<file path="config.mk">
export PLATFORM = sky130hd
export DESIGN_NAME = pc_sequencer
export DESIGN_NICKNAME = d
export VERILOG_FILES = /design/src/rtl/arm_cpu_pkg.sv /design/src/rtl/pc_sat_counter.sv /design/src/rtl/pc_sequencer.sv
export SDC_FILE = /design/constraint.sdc
export NUM_CORES = 1
export LEC_CHECK = 0
export CORE_MARGIN = 10
export CORE_UTILIZATION = 43
export DETAILED_ROUTE_END_ITERATION = 16
export PLACE_DENSITY = 0.81
export SETUP_SLACK_MARGIN = 0.3
export SLEW_MARGIN = 20
export SYNTH_ARGS = -nofsm -noshare
export SYNTH_HDL_FRONTEND = slang
export SYNTH_HIERARCHICAL = 1
export SYNTH_SLANG_ARGS = --single-unit
</file>
<file path="constraint.sdc">
create_clock -name clk -period 3.2 [get_ports clk]
set_input_delay 0.48 -clock clk [delete_from_list [all_inputs] [get_ports clk]]
set_output_delay 0.48 -clock clk [all_outputs]
set_load 0.02 [all_outputs]
</file>
<file path="src/rtl/arm_cpu_pkg.sv">
// Package: arm_cpu_pkg
// Shared constants for the fetch-side next-PC logic:
//   - pc_seq_state_t : 2-bit state encoding of the pc_sequencer FSM
//   - PC_INSTR_BYTES : default sequential increment
//   - PC_RESET_VECTOR / PC_EXC_VECTOR : default boot and exception addresses
package arm_cpu_pkg;

  typedef logic [1:0] pc_seq_state_t;

  localparam pc_seq_state_t ST_BOOT     = 2'd0;
  localparam pc_seq_state_t ST_RUN      = 2'd1;
  localparam pc_seq_state_t ST_REDIRECT = 2'd2;
  localparam pc_seq_state_t ST_HALT     = 2'd3;

  localparam int          PC_INSTR_BYTES  = 4;
  localparam logic [63:0] PC_RESET_VECTOR = 64'h0;
  localparam logic [63:0] PC_EXC_VECTOR   = 64'h100;

endpackage

</file>
<file path="src/rtl/pc_sat_counter.sv">
// Module: pc_sat_counter
// Saturating up-counter; sticks at all-ones.
// Ports:
//   clk    in  clock, rising edge
//   reset  in  asynchronous reset, active-low
//   inc    in  count one event this cycle
//   count  out current count (WIDTH bits)
module pc_sat_counter #(
  parameter int WIDTH = 16
) (
  input  logic             clk,
  input  logic             reset,
  input  logic             inc,
  output logic [WIDTH-1:0] count
);

  always_ff @(posedge clk or negedge reset) begin
    if (!reset) begin
      count <= '0;
    end else if (inc && (count != {WIDTH{1'b1}})) begin
      count <= count + WIDTH'(1);
    end
  end

endmodule

</file>
<file path="src/rtl/pc_sequencer.sv">
// Module: pc_sequencer
// Next-PC controller owning the fetch PC register. Each cycle it selects
// sequential, branch target, exception vector or hold, drives flush on
// redirects, supports halt/resume and counts redirects (saturating).
//
// Optional feature macro: PC_SEQ_ALIGN_CHECK_EN
//   When defined, a taken branch with a misaligned target is redirected to
//   EXC_VECTOR instead and the sticky align_fault output is set.
//
// Ports:
//   clk            in   clock, rising edge
//   reset          in   asynchronous reset, active-low
//   stall          in   hold current PC
//   branch_taken   in   redirect to branch_target
//   branch_target  in   branch destination
//   exc_req        in   redirect to EXC_VECTOR
//   halt_req       in   stop fetching
//   resume         in   leave HALT
//   pc             out  current fetch PC (registered)
//   pc_valid       out  pc is a real fetch address
//   flush          out  kill younger in-flight instructions
//   halted         out  FSM is in HALT
//   align_fault    out  sticky misaligned-branch flag (macro builds only)
//   redirect_cnt   out  saturating redirect count
//
// state    | meaning
// ---------+---------------------------------------------------------
// BOOT     | first cycle after reset release, pc = RESET_VECTOR
// RUN      | fetching; pc_valid = 1
// REDIRECT | new target already in pc; flush = 1, pc_valid = 0
// HALT     | fetch stopped; halted = 1, pc held
module pc_sequencer
  import arm_cpu_pkg::*;
#(
  parameter int                    DATA_WIDTH   = 64,
  parameter int                    INSTR_BYTES  = PC_INSTR_BYTES,
  parameter logic [DATA_WIDTH-1:0] RESET_VECTOR = DATA_WIDTH'(PC_RESET_VECTOR),
  parameter logic [DATA_WIDTH-1:0] EXC_VECTOR   = DATA_WIDTH'(PC_EXC_VECTOR),
  parameter int                    CNT_WIDTH    = 16
) (
  input  logic                  clk,
  input  logic                  reset,
  input  logic                  stall,
  input  logic                  branch_taken,
  input  logic [DATA_WIDTH-1:0] branch_target,
  input  logic                  exc_req,
  input  logic                  halt_req,
  input  logic                  resume,
  output logic [DATA_WIDTH-1:0] pc,
  output logic                  pc_valid,
  output logic                  flush,
  output logic                  halted,
`ifdef PC_SEQ_ALIGN_CHECK_EN
  output logic                  align_fault,
`endif
  output logic [CNT_WIDTH-1:0]  redirect_cnt
);

  pc_seq_state_t         state, state_nxt;
  logic [DATA_WIDTH-1:0] pc_nxt;
  logic                  redirect_take;
  logic                  branch_bad;

`ifdef PC_SEQ_ALIGN_CHECK_EN
  localparam logic [DATA_WIDTH-1:0] ALIGN_MASK = DATA_WIDTH'(INSTR_BYTES - 1);
  assign branch_bad = |(branch_target & ALIGN_MASK);
`else
  assign branch_bad = 1'b0;
`endif

  always_comb begin
    state_nxt     = state;
    pc_nxt        = pc;
    redirect_take = 1'b0;
    case (state)
      ST_BOOT: begin
        state_nxt = ST_RUN;
      end
      ST_RUN: begin
        // Redirects outrank halt and stall.
        if (exc_req || (branch_taken && branch_bad)) begin
          pc_nxt        = EXC_VECTOR;
          state_nxt     = ST_REDIRECT;
          redirect_take = 1'b1;
        end else if (branch_taken) begin
          pc_nxt        = branch_target;
          state_nxt     = ST_REDIRECT;
          redirect_take = 1'b1;
        end else if (halt_req) begin
          state_nxt = ST_HALT;
        end else if (!stall) begin
          pc_nxt = pc + DATA_WIDTH'(INSTR_BYTES);
        end
      end
      ST_REDIRECT: begin
        // Back-to-back exceptions re-enter REDIRECT; branches wait for RUN.
        if (exc_req) begin
          pc_nxt        = EXC_VECTOR;
          redirect_take = 1'b1;
        end else begin
          state_nxt = ST_RUN;
        end
      end
      default: begin  // ST_HALT
        if (exc_req) begin
          pc_nxt        = EXC_VECTOR;
          state_nxt     = ST_REDIRECT;
          redirect_take = 1'b1;
        end else if (resume) begin
          state_nxt = ST_RUN;
        end
      end
    endcase
  end

  // Status outputs are registered from the next state so they line up with it.
  always_ff @(posedge clk or negedge reset) begin
    if (!reset) begin
      state    <= ST_BOOT;
      pc       <= RESET_VECTOR;
      pc_valid <= 1'b0;
      flush    <= 1'b0;
      halted   <= 1'b0;
    end else begin
      state    <= state_nxt;
      pc       <= pc_nxt;
      pc_valid <= (state_nxt == ST_RUN);
      flush    <= (state_nxt == ST_REDIRECT);
      halted   <= (state_nxt == ST_HALT);
    end
  end

`ifdef PC_SEQ_ALIGN_CHECK_EN
  always_ff @(posedge clk or negedge reset) begin
    if (!reset) begin
      align_fault <= 1'b0;
    end else if ((state == ST_RUN) && !exc_req && branch_taken && branch_bad) begin
      align_fault <= 1'b1;
    end
  end
`endif

  pc_sat_counter #(
    .WIDTH(CNT_WIDTH)
  ) u_redirect_cnt (
    .clk  (clk),
    .reset(reset),
    .inc  (redirect_take),
    .count(redirect_cnt)
  );

endmodule
</file>
---- After elaboration in Yosys (flattened, before gate mapping) ----
Index checks and enable logic that the tools add are counted.
word-level totals
  register bits after elaboration ......... 85
  bits of input ports ..................... 71
  output and inout port bits .............. 83
  logic and storage cells ................. 38
cells by class
  add/subtract/negate cells ............... 2
  eq/ne operators ......................... 8
  mux-type cells .......................... 17
  bitwise gates (word level) .............. 1
  reductions and logical operators ........ 4
operator list
  operator                                             number
  2-to-1 mux 64 bit                                    5
  one-hot mux 64 bit (2 select lines)                  1
  adder 64 x 3 -> 64 bit, second input constant        1
  adder 16 x 1 -> 16 bit, second input constant        1
  != test 16 bit, second input constant                1
  2-to-1 mux 2 bit                                     6
  equality test 2 bit, second input constant           3
  one-hot mux 2 bit (3 select lines)                   1
  equality test 2 x 1 -> 1 bit, second input constant  2
  AND reduction 4 bit                                  1
  2-to-1 mux 1 bit                                     3
  != test 3 x 1 -> 1 bit, second input constant        1
  != test 3 bit, second input constant                 1
  zero test 2 bit                                      1
  one-hot mux 1 bit (2 select lines)                   1
  nonzero test 2 bit                                   1
  logical AND 1 bit                                    1
  inverter 1 bit                                       1

---- Logic depth before layout (Yosys ltp) ----
Gate-level depths: netlist (run 1).
  depth in word-level cells ............... 6
  depth in mapped cells ................... 10
  gate-level depth less buffers ........... 8

---- Modules after synthesis ----
The synthesis (run 1) kept the hierarchy.
modules (own cells, without submodules)
  module          times used  cells an instance  area each (sq um)  sequential area each (sq um)
  pc_sequencer    1           522                4361.7             1726.7
  pc_sat_counter  1           72                 859.6              400.4

---- Worst setup path after synthesis (run 1) ----
OpenSTA, ideal clock, no wires.
  kind .................................... input-to-reg
  start point ............................. in branch_taken
  end point ............................... reg u_redirect_cnt.count[5]
  library setup time ...................... 119 ps
  arrival time ............................ 2196 ps
  required time ........................... 3081 ps
  setup slack ............................. 885 ps
  stages on the path ...................... 10
  path buffers ............................ 2
  cell sequence ........................... clkbuf_1 o21bai_1 nand2_1 nor2_1 clkbuf_1 nor2_1 and3_1 and4_2 o211ai_1 o21a_1
between the ends
  word-level cells in the longest chain between the ends .. 4
RTL lines
  what                                RTL line              RTL
  start, declared                     pc_sequencer.sv:44    input logic branch_taken,
  2-to-1 mux 1 bit                    pc_sequencer.sv:85    end else if (branch_taken) begin
  2-to-1 mux 1 bit                    pc_sequencer.sv:81    if (exc_req || (branch_taken && branch_bad)) begin
  one-hot mux 1 bit (2 select lines)  pc_sequencer.sv:75    case (state)
  named net redirect_take             pc_sequencer.sv:61    logic redirect_take;
  logical AND 1 bit                   pc_sat_counter.sv:20  end else if (inc && (count != {WIDTH{1'b1}})) begin
  end signal, assigned                pc_sat_counter.sv:21  count <= count + WIDTH'(1);
  end, declared                       pc_sat_counter.sv:14  output logic [WIDTH-1:0] count
The timed path passes the listed nets, and every way through them passes these cells.
A chain may end at the register's enable or synchronous reset.

---- Final worst setup path (run 1) ----
  start point ............................. reg pc[4]
  end point ............................... reg pc[47]
between the ends
  word-level cells in the longest chain between the ends .. 6
RTL lines
  what                                 RTL line             RTL
  start, declared                      pc_sequencer.sv:49   output logic [DATA_WIDTH-1:0] pc,
  start signal, assigned               pc_sequencer.sv:126  pc <= pc_nxt;
  adder 64 x 3 -> 64 bit               pc_sequencer.sv:92   pc_nxt = pc + DATA_WIDTH'(INSTR_BYTES);
  2-to-1 mux 64 bit                    pc_sequencer.sv:91   end else if (!stall) begin
  2-to-1 mux 64 bit                    pc_sequencer.sv:89   end else if (halt_req) begin
  2-to-1 mux 64 bit                    pc_sequencer.sv:85
  2-to-1 mux 64 bit                    pc_sequencer.sv:81
  one-hot mux 64 bit (2 select lines)  pc_sequencer.sv:75
No other way between the ends. The select of a mux whose other input is x is not followed.

==> reports/results.txt, run 1 <==
Critical Path RT: 3.46 ns
Worst Hold Class: input pin to async pin
Cell variety after synth: 61
Register bit count reported by yosys: 85
RR Startpoint: pc[4]$_DFFE_PN0P_
Sink Count: 85
Worst R2R Setup Slack: 0.61 ns
Final count of hold timing violations: 0
Area of the mapped netlist: 5221 µm²
CTS root buf: clkbuf_16
Worst-margin pin slew: 0.8166 ns
# setup viols final: 0
Mapped Cells: 594
Worst EP arrival: 2.85 ns
Setup CP Type: flip-flop to flip-flop
Final HPWL DP: 13.52 mm
Leakage: 2.745 nW
Fin util: 60.49%
Startpoint Class: flip-flop
Die Y: 130.2 µm
RSZ-0062 raised after global routing: false
Std cell rows: 40
Crit. End Element: flip-flop
Placer congestion estimate: 0.8901
Clock Skew: 0.006601 ns
Grt total ovfl: 0
Final hold slack: 0.2047 ns
Fmax: 386.1 MHz
Detailed-route wire length: 18.43 mm
Core area: 11960 µm²
Clock buffer depth: 2
Layout cells sized above 1: 6.577%
Post-route insts no fill: 892
Main synth FF type: dfrtp_1
Routed WL per cell: 20.66 µm
Fin crit period: 2.590 ns
CP Launch Point: pc[4]$_DFFE_PN0P_
Routed Antenna Nets: 0
Starting density of the core: 43.65%
Final setup TNS: 0 ns
Global Route Usage Sum: 21.78%
I/O pin count: 154
Post-Syn Nets: 667
Setup Fix Bufs, Post-CTS: 0
Status: finished, final reports clean
Final instance area: 7236 µm²
Vias in the first global route: 5436
Synth Warn #: 6
First-pass GRT wire length: 29.59 mm
Critical R2R Capture: pc[47]$_DFFE_PN0P_
Largest net degree at the start of global routing: 86
DP Area: 6928 µm²
Leading area contributor after synthesis: dfrtp_1
Cts bufs inserted: 9
Register-to-Register Path Depth: 6
Max Slew Vio Count: 0
Detailed-route via count: 5407
Inst Count DP: 876
Layout area overhead: 38.58%
Asr flop ratio synth: 100.0%
Vias per cell: 6.062
Worst-Skew Late Latency: 0.34 ns
Maximum vdd drop: 381.5 µV
Clk pin slew, worst setup/hold paths: 0.06 ns
Buffers on Ports: 153
Antenna fix cells: 0
Register area share after synthesis: 40.74%
Number of synthesized flops with an enable pin: 0
Maximum fanout along the worst path: 10
Syn_area_per_cell: 8.790 µm²
DRC: 0
DIE AREA: 16950 µm²
Most frequent cells in the layout: clkdlybuf4s50_1 (152), dfrtp_1 (85), nand2_1 (71), o21ai_0 (61), nand3_1 (39)
Nets: 813
Chip width: 130.2 µm
FILL cells: 1044
Max-cap viol count: 0
Final Cycle Share: 80.94%
Most common cell after layout, fill and taps aside: clkdlybuf4s50_1
DRT iter0 DRCs: 615
Clock tree from TritonCTS: built
Drt pass-1 iters: 5
H-tree levels: 3
Total power divided by cell area: 528.2 nW/µm²
Critical Path End: pc[47]$_DFFE_PN0P_
Yosys top cell area share: 40.74%
Initial antenna violation count: 0
Area contributors post-synth: dfrtp_1 (41%), o21ai_0 (5.8%), nand2_1 (5.1%)
Worst slew margin: 45.56%
[stage by stage]
| stage | total power [mW] | worst slack (ns) |
|---|---|---|
| finish | 3.822 | 0.6101 |
| global route | 4.018 | 0.3497 |
| CTS | 3.836 | 0.4271 |
| detailed placement | 2.790 | 0.3073 |
| global placement | 2.760 | 0.5036 |
| floorplan | 2.122 | 0.8851 |
[state kept, by name, summed over array words and instances, names as in the netlist]
register              flops
state                     2
pc_valid                  1
flush                     1
u_redirect_cnt/count     16
halted                    1
pc                       64
[metal layers]
metal	global-route usage (%)	vias up	share of wire, %
met5	0	-	0
met1	28.11	2605	43
li1	-	2543	-
met3	5.233	23	8.5
met4	7.407	0	1.5
met2	34.94	236	47
[cell type report]
type                    instances  area (µm²)  share of cell area (%)
clock buffers                  13       280.3                   3.873
well taps                     147       183.9                   2.542
clock inverters                 3       17.52                  0.2421
flip-flops and latches         85        2127                   29.40
repair buffers                163        1620                   22.39
inverters                       9       33.78                  0.4669
multi-input cells             472        2973                   41.09
[report_power, final]
group	internal (mW)	leakage, nW	total (mW)	switching, mW
Sequential	1.24	1.15	1.54	0.294
Clock	0.609	0.148	1.04	0.434
Combinational	0.559	1.45	1.24	0.683
Total	2.41	2.74	3.82	1.41
[worst min-delay path by stage]
stage / end / slack, ns
final: pc[24]$_DFFE_PN0P_ / 0.20
after global routing: pc[24]$_DFFE_PN0P_ / 0.26
after CTS: pc[25]$_DFFE_PN0P_ / 0.40
after detailed placement: pc[61]$_DFFE_PN0P_ / 0.53
after global placement: pc[1]$_DFFE_PN0P_ / 0.50
after floorplan: flush$_DFF_PN0_ / 0.18
[worst max-delay path, cell delays in order, from the launching register on]
cell and delay [ns]:
dfrtp_1 0.47, nand3_1 0.23, or3_1 0.64, nor4_2 0.62, nand3_1 0.21, xor2_1 0.18, o21ai_0 0.15
[what timing repair did]
item / in CTS / in global routing
setup endpoints to repair: 0 / 1
hold buffers: 0 / 0
gates resized for setup: 0 / 1
endpoints found under the hold margin: 0 / 0
[cell usage after synthesis (3+ instances only)]
| library cell | instances |
|---|---|
| xnor2_1 | 14 |
| o21ai_0 | 61 |
| a31oi_1 | 9 |
| a21o_1 | 4 |
| dfrtp_1 | 85 |
| and2_1 | 10 |
| nand4_1 | 33 |
| mux2i_1 | 4 |
| nor3_2 | 3 |
| inv_1 | 8 |
| nand3_1 | 39 |
| nor3_1 | 9 |
| or3_1 | 7 |
| a221o_1 | 8 |
| o21a_1 | 6 |
| clkbuf_1 | 26 |
| and4_1 | 9 |
| xor2_1 | 19 |
| a32oi_1 | 6 |
| a21oi_1 | 28 |
| o311ai_0 | 6 |
| or4_1 | 4 |
| and3_1 | 8 |
| a22oi_1 | 14 |
| nor4_1 | 12 |
| nor4_2 | 3 |
| nor2_1 | 38 |
| o211ai_1 | 10 |
| nand2_1 | 71 |
[cells by family (layout without fill, tap and decap cells)]
kind of cell    after synthesis  count (layout)  share of synthesized area, %
compound gates              168             168                         20.78
xor+xnor                     33              33                         5.536
mux                           5               5                        0.9825
fa+ha+maj                     2               2                        0.4792
flops                        85              85                         40.74
simple gates                264             264                         28.73
buf+inv                      37             188                         2.756
Note: power is estimated with default switching activity, not from simulation.
==> inputs of run 2 (changes only) <==
--- a/config.mk
+++ b/config.mk
@@ -8,7 +8,7 @@
 export CORE_MARGIN = 10
 export CORE_UTILIZATION = 43
 export DETAILED_ROUTE_END_ITERATION = 16
-export PLACE_DENSITY = 0.81
+export PLACE_DENSITY = 0.84
 export SETUP_SLACK_MARGIN = 0.3
 export SLEW_MARGIN = 20
 export SYNTH_ARGS = -nofsm -noshare
==> constraint.sdc (replaced) <==
create_clock -name clk -period 2.2 [get_ports clk]
set_input_delay 0.33 -clock clk [delete_from_list [all_inputs] [get_ports clk]]
set_output_delay 0.33 -clock clk [all_outputs]
set_load 0.02 [all_outputs]
==> reports/results.txt, run 2 (same netlist as run 1, synthesis figures left out) <==
Detailed-route wire length: 21.55 mm (was 18.43 mm)
H-tree levels: 3 (unchanged)
Fin crit period: 2.126 ns (was 2.590 ns)
Clock Skew: 0.007079 ns (was 0.006601 ns)
Final count of hold timing violations: 0 (unchanged)
Antenna fix cells: 0 (unchanged)
Nets: 912 (was 813)
DRT iter0 DRCs: 663 (was 615)
Largest net degree at the start of global routing: 42 (was 86)
Critical R2R Capture: pc[51]$_DFFE_PN0P_ (was pc[47]$_DFFE_PN0P_)
Layout cells sized above 1: 27.37% (was 6.577%)
DR top layer: met4 (unchanged)
Most frequent cells in the layout: clkdlybuf4s50_1 (146), buf_4 (93), nand2_1 (70), dfrtp_1 (53), o21ai_0 (46) (was clkdlybuf4s50_1 (152), dfrtp_1 (85), nand2_1 (71), o21ai_0 (61), nand3_1 (39))
Startpoint Class: flip-flop (unchanged)
DIE AREA: 16950 µm² (unchanged)
Buffers on Ports: 153 (unchanged)
Slowest cell on crit path: or3_4 (was or3_1)
Met1 wire length: 7.934 mm (was 7.977 mm)
Critical path's largest stage delay: 0.46 ns (was 0.64 ns)
Detailed-route via count: 6312 (was 5407)
Routed WL per cell: 21.74 µm (was 20.66 µm)
# setup viols final: 0 (unchanged)
Maximum vdd drop: 781.5 µV (was 381.5 µV)
Fmax: 470.4 MHz (was 386.1 MHz)
Vias per cell: 6.369 (was 6.062)
Routed Antenna Nets: 0 (unchanged)
Sink Count: 85 (unchanged)
Die Y: 130.2 µm (unchanged)
Maximum fanout along the worst path: 5 (was 10)
Placer congestion estimate: 0.9253 (was 0.8901)
Vias in the first global route: 6058 (was 5436)
Worst-margin pin slew: 0.4261 ns (was 0.8166 ns)
Grt total ovfl: 0 (unchanged)
Most common cell after layout, fill and taps aside: clkdlybuf4s50_1 (unchanged)
Largest register FFs: 64 (unchanged)
CP Cell Sequence: buf_6 > nand4_1 > nand2b_4 > or3_4 > nor4b_4 > xnor2_1 > o21ai_1 (was nand3_1 > or3_1 > nor4_2 > nand3_1 > xor2_1 > o21ai_0)
Crit. End Element: flip-flop (unchanged)
Cell family with most CP delay: simple AND/OR/NAND/NOR gates (unchanged)
RR Startpoint: pc[13]$_DFFE_PN0P_ (was pc[4]$_DFFE_PN0P_)
Std cell rows: 40 (unchanged)
Met3 WL: 2.320 mm (was 1.562 mm)
I/O pin count: 154 (unchanged)
DRC: 0 (unchanged)
Total power divided by cell area: 735.1 nW/µm² (was 528.2 nW/µm²)
Drt pass-1 iters: 6 (was 5)
Status: finished, final reports clean (unchanged)
Leakage: 3.535 nW (was 2.745 nW)
Initial antenna violation count: 0 (unchanged)
Layout area overhead: 63.17% (was 38.58%)
Starting density of the core: 43.65% (unchanged)
Chip width: 130.2 µm (unchanged)
Cts bufs inserted: 9 (unchanged)
Worst EP arrival: 2.35 ns (was 2.85 ns)
Final HPWL DP: 14.37 mm (was 13.52 mm)
Clock buffer depth: 2 (unchanged)
Critical Path RT: 2.43 ns (was 3.46 ns)
Clk pin slew, worst setup/hold paths: 0.07 ns (was 0.06 ns)
DR WL met2: 10.47 mm (was 8.604 mm)
WP buf/inv: 1 (was 0)
First-pass GRT wire length: 31.11 mm (was 29.59 mm)
Worst Hold Class: input pin to async pin (unchanged)
Worst-Skew Late Latency: 0.34 ns (about the same)
Largest regs: pc x64, u_redirect_cnt/count x16, state x2 (unchanged)
CTS root buf: clkbuf_16 (unchanged)
Clock tree from TritonCTS: built (unchanged)
Max Slew Vio Count: 0 (unchanged)
Core area: 11960 µm² (unchanged)
Final instance area: 8519 µm² (was 7236 µm²)
Worst slew margin: 71.23% (was 45.56%)
Register-to-Register Path Depth: 7 (was 6)
Final Cycle Share: 96.63% (was 80.94%)
DP Area: 7520 µm² (was 6928 µm²)
Worst R2R Setup Slack: 0.07 ns (was 0.61 ns)
Max-cap viol count: 0 (unchanged)
Largest register by flop count: pc (unchanged)
Global Route Usage Sum: 22.92% (was 21.78%)
FILL cells: 788 (was 1044)
RSZ-0062 raised after global routing: true (was false)
Tot Pwr: 6.262 mW (was 3.822 mW)
Setup CP Type: flip-flop to flip-flop (unchanged)
-- run 2: cell count changes in the layout (fill, tap and decap cells not counted), sizes merged, moves of 2 or more --
| cell | before | now |
|---|---|---|
| buf | 11 | 109 |
| clkbuf | 13 | 9 |
| bufinv | 0 | 2 |
| clkdlybuf4s50 | 152 | 146 |
| dlymetal6s2s | 0 | 6 |
-- run 2: how the worst max path moves through the flow --
stage                                  start                                   end  slack, ns  cells past startpoint
final                     pc[13]$_DFFE_PN0P_                    pc[51]$_DFFE_PN0P_       0.07                      7
after global routing       pc[8]$_DFFE_PN0P_                    pc[36]$_DFFE_PN0P_      -0.07                      8
after floorplan           pc[11]$_DFFE_PN0P_                    pc[51]$_DFFE_PN0P_       0.13                      7
after detailed placement            halt_req  u_redirect_cnt/count[14]$_DFFE_PN0P_      -0.08                      9
after global placement              halt_req   u_redirect_cnt/count[5]$_DFFE_PN0P_      -0.02                      9
after CTS                 pc[11]$_DFFE_PN0P_                    pc[51]$_DFFE_PN0P_       0.15                      6
-- run 2: final cells by class --
| cell class | count | area, µm² | area share, % |
|---|---|---|---|
| Clock buffer | 9 | 225.2 | 2.644 |
| Clock inverter | 7 | 98.84 | 1.160 |
| Inverter | 9 | 33.78 | 0.3965 |
| Multi-Input combinational cell | 472 | 3342 | 39.23 |
| Sequential cell | 85 | 2167 | 25.44 |
| Tap cell | 147 | 183.9 | 2.159 |
| Timing Repair Buffer | 262 | 2469 | 28.98 |
-- run 2: timing repair --
action	in CTS	in global routing
hold buffers	1	0
endpoints found under the setup margin	47	56
hold endpoints to repair	16	0
buffers inserted	16	23
cloned	1	0
resized for setup	37	70
pin swaps	20	35
-- run 2: metrics by stage --
step / std cells / setup TNS [ns] / utilization, % / worst slack [ns] / hold WS (ns)
after floorplan: 594 / 0 / - / 0.1279 / 0.03441
after global placement: 934 / -0.01503 / 62.87 / -0.01503 / 0.2146
after detailed placement: 934 / -0.4304 / 62.87 / -0.08464 / 0.2228
after CTS: 968 / 0 / 67.87 / 0.1510 / 0.4168
after global routing: 991 / -0.07775 / 71.22 / -0.06618 / 0.4189
final: 991 / 0 / 71.22 / 0.07412 / 0.4031
-- run 2: power by group --
| group | total [mW] | switching [mW] | internal [mW] |
|---|---|---|---|
| Combinational | 2.38 | 1.24 | 1.14 |
| Clock | 1.70 | 0.698 | 1.00 |
| Sequential | 2.18 | 0.358 | 1.83 |
| Total | 6.26 | 2.29 | 3.97 |
-- run 2: layer usage --
metal,track usage (%),up-vias
li1,-,2741
met1,27.45,2998
met2,38.25,483
met3,6.126,90
met4,9.193,0
met5,0,-
==> inputs of run 3 (changes only) <==
--- a/config.mk
+++ b/config.mk
@@ -5,6 +5,7 @@
 export SDC_FILE = /design/constraint.sdc
 export NUM_CORES = 1
 export LEC_CHECK = 0
+export CAP_MARGIN = 25
 export CORE_MARGIN = 10
 export CORE_UTILIZATION = 43
 export DETAILED_ROUTE_END_ITERATION = 16
==> results of run 3 <==
Same layout as run 2: the final DEF is identical, and so are final timing and power.
